## config.mk

```make
export PLATFORM = sky130hd
export DESIGN_NAME = shifter_sched_flat
export DESIGN_NICKNAME = d
export VERILOG_FILES = /design/src/rtl/invsqrt_pkg.sv /design/src/rtl/shifter_sched_if.sv /design/src/rtl/rr_arbiter.sv /design/src/rtl/shifter_sched.sv /design/src/flat_wrapper.sv
export SDC_FILE = /design/constraint.sdc
export NUM_CORES = 1
export LEC_CHECK = 0
export BUFFER_PORTS_ARGS = -buffer_cell sky130_fd_sc_hd__buf_2
export CAP_MARGIN = 20
export CORE_MARGIN = 4
export CORE_UTILIZATION = 51
export DETAILED_ROUTE_END_ITERATION = 8
export GPL_TIMING_DRIVEN = 0
export PLACE_DENSITY = 0.85
export SLEW_MARGIN = 10
export SYNTH_ARGS = -nofsm -noshare
export SYNTH_HDL_FRONTEND = slang
export SYNTH_SLANG_ARGS = --single-unit
```

## constraint.sdc

```tcl
create_clock -name clk -period 2.4 [get_ports clk]
set_input_delay 0 -clock clk [delete_from_list [all_inputs] [get_ports clk]]
set_output_delay 0 -clock clk [all_outputs]
set_load 0.02 [all_outputs]
```

## src/rtl/invsqrt_pkg.sv

```systemverilog
// Shared definitions for the InvSqrt datapath: default widths, shift
// direction encodings and the shifter scheduler state encoding.
package invsqrt_pkg;

  localparam int DEF_DATA_W  = 24;
  localparam int DEF_SHIFT_W = 8;
  localparam int DEF_OUT_W   = 32;

  localparam logic DIR_LEFT  = 1'b1;
  localparam logic DIR_RIGHT = 1'b0;

  typedef enum logic [1:0] {
    IDLE  = 2'd0,
    ISSUE = 2'd1,
    WAIT  = 2'd2,
    RESP  = 2'd3
  } state_t;

endpackage

```

## src/rtl/shifter_sched_if.sv

```systemverilog
// Bundle of the requester handshake and the shifter launch/return signals
// seen by the shifter scheduler.
//
// Handshake semantics: a requester raises req_valid[i] with a stable
// payload (req_dir/req_data/req_shift slice i) and keeps both unchanged
// until it observes the one-cycle req_ready[i] pulse; that pulse marks the
// transfer. The owner later sees exactly one resp_valid[i] pulse, with
// resp_data/resp_err valid in that same cycle. Towards the shifter,
// sh_load is a one-cycle start pulse with sh_dir/sh_in/sh_shift stable until
// the result is taken; sh_ready is a level flag qualifying sh_shifted.
interface shifter_sched_if
  import invsqrt_pkg::*;
#(
  parameter int N_REQ   = 2,
  parameter int DATA_W  = DEF_DATA_W,
  parameter int SHIFT_W = DEF_SHIFT_W,
  parameter int OUT_W   = DEF_OUT_W
);

  logic [N_REQ-1:0]         req_valid;
  logic [N_REQ-1:0]         req_dir;
  logic [N_REQ*DATA_W-1:0]  req_data;
  logic [N_REQ*SHIFT_W-1:0] req_shift;
  logic [N_REQ-1:0]         req_ready;
  logic [N_REQ-1:0]         resp_valid;
  logic [OUT_W-1:0]         resp_data;
  logic                     resp_err;
  logic                     sh_load;
  logic                     sh_dir;
  logic [DATA_W-1:0]        sh_in;
  logic [SHIFT_W-1:0]       sh_shift;
  logic [OUT_W-1:0]         sh_shifted;
  logic                     sh_ready;

  // Scheduler side.
  modport slave (
    input  req_valid, req_dir, req_data, req_shift, sh_shifted, sh_ready,
    output req_ready, resp_valid, resp_data, resp_err,
           sh_load, sh_dir, sh_in, sh_shift
  );

  // Requesters plus shifter side.
  modport master (
    output req_valid, req_dir, req_data, req_shift, sh_shifted, sh_ready,
    input  req_ready, resp_valid, resp_data, resp_err,
           sh_load, sh_dir, sh_in, sh_shift
  );

endinterface

```

## src/rtl/rr_arbiter.sv

```systemverilog
// Round-robin arbiter: grants the first requesting index at or after the
// pointer (wrapping), and moves the pointer past the winner when the grant
// is taken.
module rr_arbiter #(
  parameter int N_REQ = 2,
  parameter int IDX_W = 1
) (
  input  logic             clk,
  input  logic             rst_n,
  input  logic [N_REQ-1:0] req,
  input  logic             gnt_en,
  output logic [N_REQ-1:0] gnt,
  output logic [IDX_W-1:0] gnt_idx,
  output logic             any_gnt
);

  localparam logic [IDX_W:0] N_LIM = (IDX_W+1)'(N_REQ);

  logic [IDX_W-1:0] ptr_q;
  logic [IDX_W-1:0] ptr_next;
  logic [IDX_W:0]   sum;
  logic [IDX_W:0]   nxt;

  // Search from the pointer for the first active request.
  always_comb begin
    gnt     = '0;
    gnt_idx = '0;
    any_gnt = 1'b0;
    sum     = '0;
    for (int off = 0; off < N_REQ; off++) begin
      sum = {1'b0, ptr_q} + (IDX_W+1)'(off);
      if (sum >= N_LIM) sum = sum - N_LIM;
      if (!any_gnt && req[sum[IDX_W-1:0]]) begin
        any_gnt = 1'b1;
        gnt_idx = sum[IDX_W-1:0];
      end
    end
    if (any_gnt) gnt[gnt_idx] = 1'b1;
  end

  // Pointer value one past the current winner, wrapping at N_REQ.
  always_comb begin
    nxt = {1'b0, gnt_idx} + (IDX_W+1)'(1);
    if (nxt >= N_LIM) nxt = '0;
    ptr_next = nxt[IDX_W-1:0];
  end

  // Pointer advances only when the grant is actually consumed.
  always_ff @(posedge clk or negedge rst_n) begin
    if (!rst_n) begin
      ptr_q <= '0;
    end else if (gnt_en && any_gnt) begin
      ptr_q <= ptr_next;
    end
  end

endmodule

```

## src/rtl/shifter_sched.sv

```systemverilog
// Time-shares one multi-cycle barrel shifter between N_REQ requesters:
// round-robin grant, one load pulse per operation, timeout on a silent
// shifter, and a bypass with a zero result for shift amounts >= OUT_W.
module shifter_sched
  import invsqrt_pkg::*;
#(
  parameter int N_REQ   = 2,
  parameter int DATA_W  = DEF_DATA_W,
  parameter int SHIFT_W = DEF_SHIFT_W,
  parameter int OUT_W   = DEF_OUT_W,
  parameter int TIMEOUT = 64
) (
  input  logic              clk,
  input  logic              rst_n,
  shifter_sched_if.slave    bus,
  output logic              busy,
  output state_t            dbg_state
);

  localparam int IDX_W = (N_REQ > 1) ? $clog2(N_REQ) : 1;
  localparam int CNT_W = $clog2(TIMEOUT + 1);
  localparam logic [SHIFT_W:0]  SHIFT_LIM = (SHIFT_W+1)'(OUT_W);
  localparam logic [CNT_W-1:0]  CNT_LAST  = CNT_W'(TIMEOUT - 1);

  state_t state_q, state_d;

  logic [N_REQ-1:0]   gnt;
  logic [IDX_W-1:0]   gnt_idx;
  logic               any_gnt;
  logic               gnt_en;

  logic               sel_dir;
  logic [DATA_W-1:0]  sel_data;
  logic [SHIFT_W-1:0] sel_shift;
  logic               bypass;
  logic               timeout_hit;

  logic [IDX_W-1:0]   owner_q;
  logic [OUT_W-1:0]   result_q;
  logic               err_q;
  logic [CNT_W-1:0]   cnt_q;

  assign gnt_en      = (state_q == IDLE);
  assign busy        = (state_q != IDLE);
  assign dbg_state   = state_q;
  assign bypass      = ({1'b0, sel_shift} >= SHIFT_LIM);
  assign timeout_hit = (cnt_q == CNT_LAST);

  rr_arbiter #(
    .N_REQ (N_REQ),
    .IDX_W (IDX_W)
  ) u_arb (
    .clk     (clk),
    .rst_n   (rst_n),
    .req     (bus.req_valid),
    .gnt_en  (gnt_en),
    .gnt     (gnt),
    .gnt_idx (gnt_idx),
    .any_gnt (any_gnt)
  );

  // Select the granted requester's payload from the packed buses.
  always_comb begin
    sel_dir   = 1'b0;
    sel_data  = '0;
    sel_shift = '0;
    for (int i = 0; i < N_REQ; i++) begin
      if (gnt[i]) begin
        sel_dir   = bus.req_dir[i];
        sel_data  = bus.req_data[i*DATA_W +: DATA_W];
        sel_shift = bus.req_shift[i*SHIFT_W +: SHIFT_W];
      end
    end
  end

  // State register.
  always_ff @(posedge clk or negedge rst_n) begin
    if (!rst_n) state_q <= IDLE;
    else        state_q <= state_d;
  end

  // Next-state logic; sh_ready is only looked at in WAIT.
  always_comb begin
    state_d = state_q;
    case (state_q)
      IDLE:    if (any_gnt) state_d = bypass ? RESP : ISSUE;
      ISSUE:   state_d = WAIT;
      WAIT:    if (bus.sh_ready || timeout_hit) state_d = RESP;
      RESP:    state_d = IDLE;
      default: state_d = IDLE;
    endcase
  end

  // Registered outputs and datapath: latch on grant, launch, capture, respond.
  always_ff @(posedge clk or negedge rst_n) begin
    if (!rst_n) begin
      bus.req_ready  <= '0;
      bus.resp_valid <= '0;
      bus.resp_data  <= '0;
      bus.resp_err   <= 1'b0;
      bus.sh_load    <= 1'b0;
      bus.sh_dir     <= 1'b0;
      bus.sh_in      <= '0;
      bus.sh_shift   <= '0;
      owner_q        <= '0;
      result_q       <= '0;
      err_q          <= 1'b0;
      cnt_q          <= '0;
    end else begin
      bus.req_ready  <= '0;
      bus.resp_valid <= '0;
      bus.sh_load    <= 1'b0;
      case (state_q)
        IDLE: begin
          if (any_gnt) begin
            owner_q       <= gnt_idx;
            bus.req_ready <= gnt;
            if (bypass) begin
              result_q <= '0;
              err_q    <= 1'b0;
            end else begin
              bus.sh_load  <= 1'b1;
              bus.sh_dir   <= sel_dir;
              bus.sh_in    <= sel_data;
              bus.sh_shift <= sel_shift;
            end
          end
        end
        ISSUE: begin
          cnt_q <= '0;
        end
        WAIT: begin
          if (bus.sh_ready) begin
            result_q <= bus.sh_shifted;
            err_q    <= 1'b0;
          end else if (timeout_hit) begin
            result_q <= '0;
            err_q    <= 1'b1;
          end else begin
            cnt_q <= cnt_q + CNT_W'(1);
          end
        end
        RESP: begin
          bus.resp_valid[owner_q] <= 1'b1;
          bus.resp_data           <= result_q;
          bus.resp_err            <= err_q;
        end
        default: ;
      endcase
    end
  end

endmodule

```

## src/flat_wrapper.sv

```systemverilog
// flat-port wrapper written by rule: the top's interface ports become plain ports
module shifter_sched_flat import invsqrt_pkg::*;
#(
  parameter int N_REQ   = 2,
  parameter int DATA_W  = DEF_DATA_W,
  parameter int SHIFT_W = DEF_SHIFT_W,
  parameter int OUT_W   = DEF_OUT_W,
  parameter int TIMEOUT = 64
)
  (clk, rst_n, busy, dbg_state, bus_req_valid, bus_req_dir, bus_req_data, bus_req_shift, bus_sh_shifted, bus_sh_ready, bus_req_ready, bus_resp_valid, bus_resp_data, bus_resp_err, bus_sh_load, bus_sh_dir, bus_sh_in, bus_sh_shift);
  shifter_sched_if #(.N_REQ(N_REQ), .DATA_W(DATA_W), .SHIFT_W(SHIFT_W), .OUT_W(OUT_W)) bus_i ();
  input  logic clk;
  input  logic rst_n;
  output logic busy;
  output state_t dbg_state;
  input wire logic [$bits(bus_i.req_valid)-1:0] bus_req_valid;
  input wire logic [$bits(bus_i.req_dir)-1:0] bus_req_dir;
  input wire logic [$bits(bus_i.req_data)-1:0] bus_req_data;
  input wire logic [$bits(bus_i.req_shift)-1:0] bus_req_shift;
  input wire logic [$bits(bus_i.sh_shifted)-1:0] bus_sh_shifted;
  input wire logic [$bits(bus_i.sh_ready)-1:0] bus_sh_ready;
  output wire logic [$bits(bus_i.req_ready)-1:0] bus_req_ready;
  output wire logic [$bits(bus_i.resp_valid)-1:0] bus_resp_valid;
  output wire logic [$bits(bus_i.resp_data)-1:0] bus_resp_data;
  output wire logic [$bits(bus_i.resp_err)-1:0] bus_resp_err;
  output wire logic [$bits(bus_i.sh_load)-1:0] bus_sh_load;
  output wire logic [$bits(bus_i.sh_dir)-1:0] bus_sh_dir;
  output wire logic [$bits(bus_i.sh_in)-1:0] bus_sh_in;
  output wire logic [$bits(bus_i.sh_shift)-1:0] bus_sh_shift;
  assign bus_i.req_valid = bus_req_valid;
  assign bus_i.req_dir = bus_req_dir;
  assign bus_i.req_data = bus_req_data;
  assign bus_i.req_shift = bus_req_shift;
  assign bus_i.sh_shifted = bus_sh_shifted;
  assign bus_i.sh_ready = bus_sh_ready;
  assign bus_req_ready = bus_i.req_ready;
  assign bus_resp_valid = bus_i.resp_valid;
  assign bus_resp_data = bus_i.resp_data;
  assign bus_resp_err = bus_i.resp_err;
  assign bus_sh_load = bus_i.sh_load;
  assign bus_sh_dir = bus_i.sh_dir;
  assign bus_sh_in = bus_i.sh_in;
  assign bus_sh_shift = bus_i.sh_shift;
  shifter_sched #(.N_REQ(N_REQ), .DATA_W(DATA_W), .SHIFT_W(SHIFT_W), .OUT_W(OUT_W), .TIMEOUT(TIMEOUT)) u_core (.clk(clk), .rst_n(rst_n), .bus(bus_i), .busy(busy), .dbg_state(dbg_state));
endmodule
```

==> results by group <==
Layout
  • Sequential cell area: 0.002878 mm²
  • Share of cells above drive strength 1: 40.63%
  • Layout area overhead: 47.40%
  • Most frequent cells in the layout: buf_2 (181), dfrtp_1 (115), dlygate4sd3_1 (99)
  • Fillers: 608
  • Ant. Diodes: 0
  • Final instance area: 0.008078 mm²
  • Multi-input gate area: between 0.002 and 0.0025 mm²
  • Layout Cells excl Fill: 867
  • Final nets: 828
  • Commonest non-fill, non-tap cell in the layout: buf_2

Worst setup path
  • RR Startpoint: u_core.u_arb.ptr_q$_DFFE_PN0P_
  • Critical path type: flip-flop to flip-flop
  • Worst setup SP type: flip-flop
  • Crit. End Element: flip-flop
  • CP cell instances: or2b_1 -> nand2_1 -> buf_2 -> mux2i_1 -> dlygate4sd3_1 -> mux2_1
  • Crit-path max cell delay: just under 0.6 ns
  • Setup crit start: u_core.u_arb.ptr_q$_DFFE_PN0P_
  • Worst Path Arrival: 2.76 ns
  • Crit Path Max Fanout: 10
  • Max stage delay cell, worst path: dlygate4sd3_1
  • Required time worst endpoint: 2.78 ns

Floorplanning
  • Die H: 111.7 µm
  • Initial core utilization: 52.61%
  • Die X: 111.7 µm
  • # IOs: between 150 and 200
  • FP Rows: 37
  • Core area: 0.01042 mm²
  • Die area: 0.01247 mm²

Clock network
  • CTS sink count: 115
  • Clk pin slew, worst setup/hold paths: 0.06 ns
  • Post-cts sizing count: 0
  • H-tree Lvls: 4
  • Clk Latency, worst-skew pair: around 0.5 ns
  • TritonCTS Buffers: 17
  • Clk buf depth: 2
  • Post-CTS Setup Bufs: 0
  • CTS tree: done
  • Root Driver: clkbuf_8

Timing
  • Unrepaired setup endpoints after global routing: yes
  • Crit share post-route: 99.47%
  • Fin crit period: 2.387 ns
  • Tightest Pin Transition: just over 0.6 ns
  • F_max: 0.4189 GHz
  • Hold Slack: about 0.043 ns
  • Setup TNS: 0 ns
  • Endpoints failing setup: 0
  • Max-slew violations: 0
  • Worst Skew: 0.01199 ns
  • Final Hold Fails: 0
  • Slew headroom: 58.41%

GRT
  • Most Used Layer, Global Route: met2
  • Global-route met1 utilization: approximately 28%
  • Congestion Overflow GR: 0
  • Vias in the first global route: approximately 5000
  • GR Layer Usage met2: 44.56%
  • All-Layer GR Usage: 25.05%
  • Largest net degree at the start of global routing: 61
  • Met3 GRT Util: about 6.5%
  • Initial antenna violation count: 0
  • First-pass GRT wire length: 25010 µm

Synthesis
  • Synth Instances: ~430
  • Sequential fraction of the synthesis area: between 50% and 60%
  • Yosys cell types: 42
  • Syn_nets: 533
  • Average size of a mapped cell: 12.89 µm²
  • Register bit count reported by yosys: 115
  • Yosys warns: 0
  • Mapped Area: roughly 0.0055 mm²

Run
  • Max-Cap Viols: 0

Min path
  • Hold WC Path Type: primary input to async pin

Route
  • Antenna Nets Post-Route: 0
  • Residual DRC: 0
  • DRT iter0 DRCs: 107
  • DRT Pass-1 Iters: 4
  • DR WL/cell: 17.49 µm
  • Via count: 4429
  • Detailed-route wire length: about 15000 µm
  • Via/cell ratio: 5.108

Power
  • Maximum vdd drop: 884.3 µV
  • Power Density: 1145 mW/mm²
  • Pwr Total: 9251 µW
  • Leakage power: between 0.004 and 0.005 µW

Place
  • DP Wirelength: 9364 µm
  • DP Area: 0.006565 mm²
  • Placed insts: between 700 and 800
  • GP Congestion: 0.7982
  • Input/output buffers: between 150 and 200

Run status
  • Status: finished clean
[registers in the layout, indices dropped and copies added (netlist names)]
name,count
u_core.bus.resp_valid,2
u_core.dbg_state,2
u_core.bus.sh_dir,1
u_core.u_arb.ptr_q,1
u_core.bus.sh_in,24
u_core.bus.req_ready,2
u_core.cnt_q,7
u_core.bus.sh_load,1
u_core.bus.resp_data,32
u_core.owner_q,1
u_core.bus.sh_shift,8
u_core.result_q,32
u_core.err_q,1
u_core.bus.resp_err,1
[routing by layer]
metal  up-vias  part of all wire, %
met2       151                   55
met4         0                  3.8
met1      2190                   37
li1       2037                    -
met5         -                    0
met3        51                  4.6
[cell type report]
cell class / instances / area share, %
clock buffers: 20 / 5.390
multi-input cells: 249 / 28.44
plain buffers: 26 / 2.153
inverters: 35 / 1.626
well taps: 136 / 2.107
flip-flops and latches: 115 / 35.63
clock inverters: 10 / 1.069
repair buffers: 276 / 23.59
[report_power, final]
group | switching (µW) | total, µW | internal (µW) | leakage [µW]
Clock | 849 | 2230 | 1380 | 0.000253
Sequential | 387 | 3000 | 2620 | 0.00152
Combinational | 2150 | 4020 | 1870 | 0.00268
[kinds of logic (layout without fill, tap and decap cells)]
group | count (synthesis) | after routing | share of synthesized area (%)
compound gates | 18 | 18 | 3.060
xor+xnor | 4 | 4 | 0.6392
fa+ha+maj | 5 | 5 | 1.142
buf+inv | 61 | 367 | 5.571
flops | 115 | 115 | 52.51
mux | 128 | 128 | 27.85
simple gates | 94 | 94 | 9.224
[per-stage QoR]
stage,utilization [%],setup slack (ns)
after global placement,62.70,-0.03982
after floorplan,-,0.2303
after CTS,77.55,0.08877
after detailed placement,63.03,0.1078
after global routing,77.55,-0.03035
final,77.55,0.01282
[synthesized netlist by cell type]
library cell  count  area [µm²]
inv_1            35       131.4
mux2_1           26       292.8
a2111oi_0         1       8.760
buf_6             2       22.52
nand3_1           2       10.01
o22a_2            1       10.01
mux2_2           40       450.4
nand2b_1          1       6.260
mux2_4           30       450.4
clkbuf_4          1       7.510
a21boi_1          1       7.510
a21o_1            1       7.510
buf_1             2       7.510
xnor2_1           4       35.03
and4_1            1       8.760
nand2_1          37       138.9
o22a_1            1       8.760
or2b_1            2       15.01
or2_1             1       6.260
a211oi_1          3       22.52
a21oi_1           3       15.01
ha_1              5       62.56
a21oi_4           1       16.27
mux2i_1          31       310.3
nor2b_1           2       12.51
and2b_1           1       7.510
and3_1           32       200.2
a32oi_4           1       27.53
dfrtp_1         115        2878
and2b_2           1       8.760
a31oi_1           3       18.77
clkbuf_2          1       5.000
mux2i_4           1       22.52
buf_12            3       60.06
nand3_4           1       17.52
a211oi_4          1       20.02
clkbuf_1         11       41.29
and2_1            4       25.02
nor2_1            7       26.28
or3_4             2       22.52
buf_2             6       30.03
o21ai_0           1       5.000
[worst max-delay path, delay by kind of cell, from the launching register on]
family | cells | cell delay, ns
AND/OR/NAND/NOR | 2 | 0.49
multiplexers | 2 | 0.45
flip-flops | 1 | 0.41
buffers and inverters | 2 | 0.92
[timing repair]
item,CTS,global route
setup endpoints to repair,0,42
hold buffers,99,0
endpoints found under the hold margin,180,0
[path summary, 6_finish.rpt]
check / to / slack [ns] / depth (start not counted)
worst max-delay path: u_core.bus.sh_dir$_DFFE_PN0P_ / 0.01 / 6
worst min-delay path: u_core.bus.sh_in[4]$_DFFE_PN0P_ / 0.04 / 2
worst max register to register: u_core.bus.sh_dir$_DFFE_PN0P_ / 0.01 / 6
worst min register to register: u_core.bus.resp_valid[0]$_DFF_PN0_ / 0.46 / 1
max in group asynchronous: u_core.bus.resp_data[17]$_DFFE_PN0N_ / 1.68 / 3
min in group clk: u_core.bus.sh_in[0]$_DFFE_PN0P_ / 0.09 / 5
(Power assumes the default switching activity.)
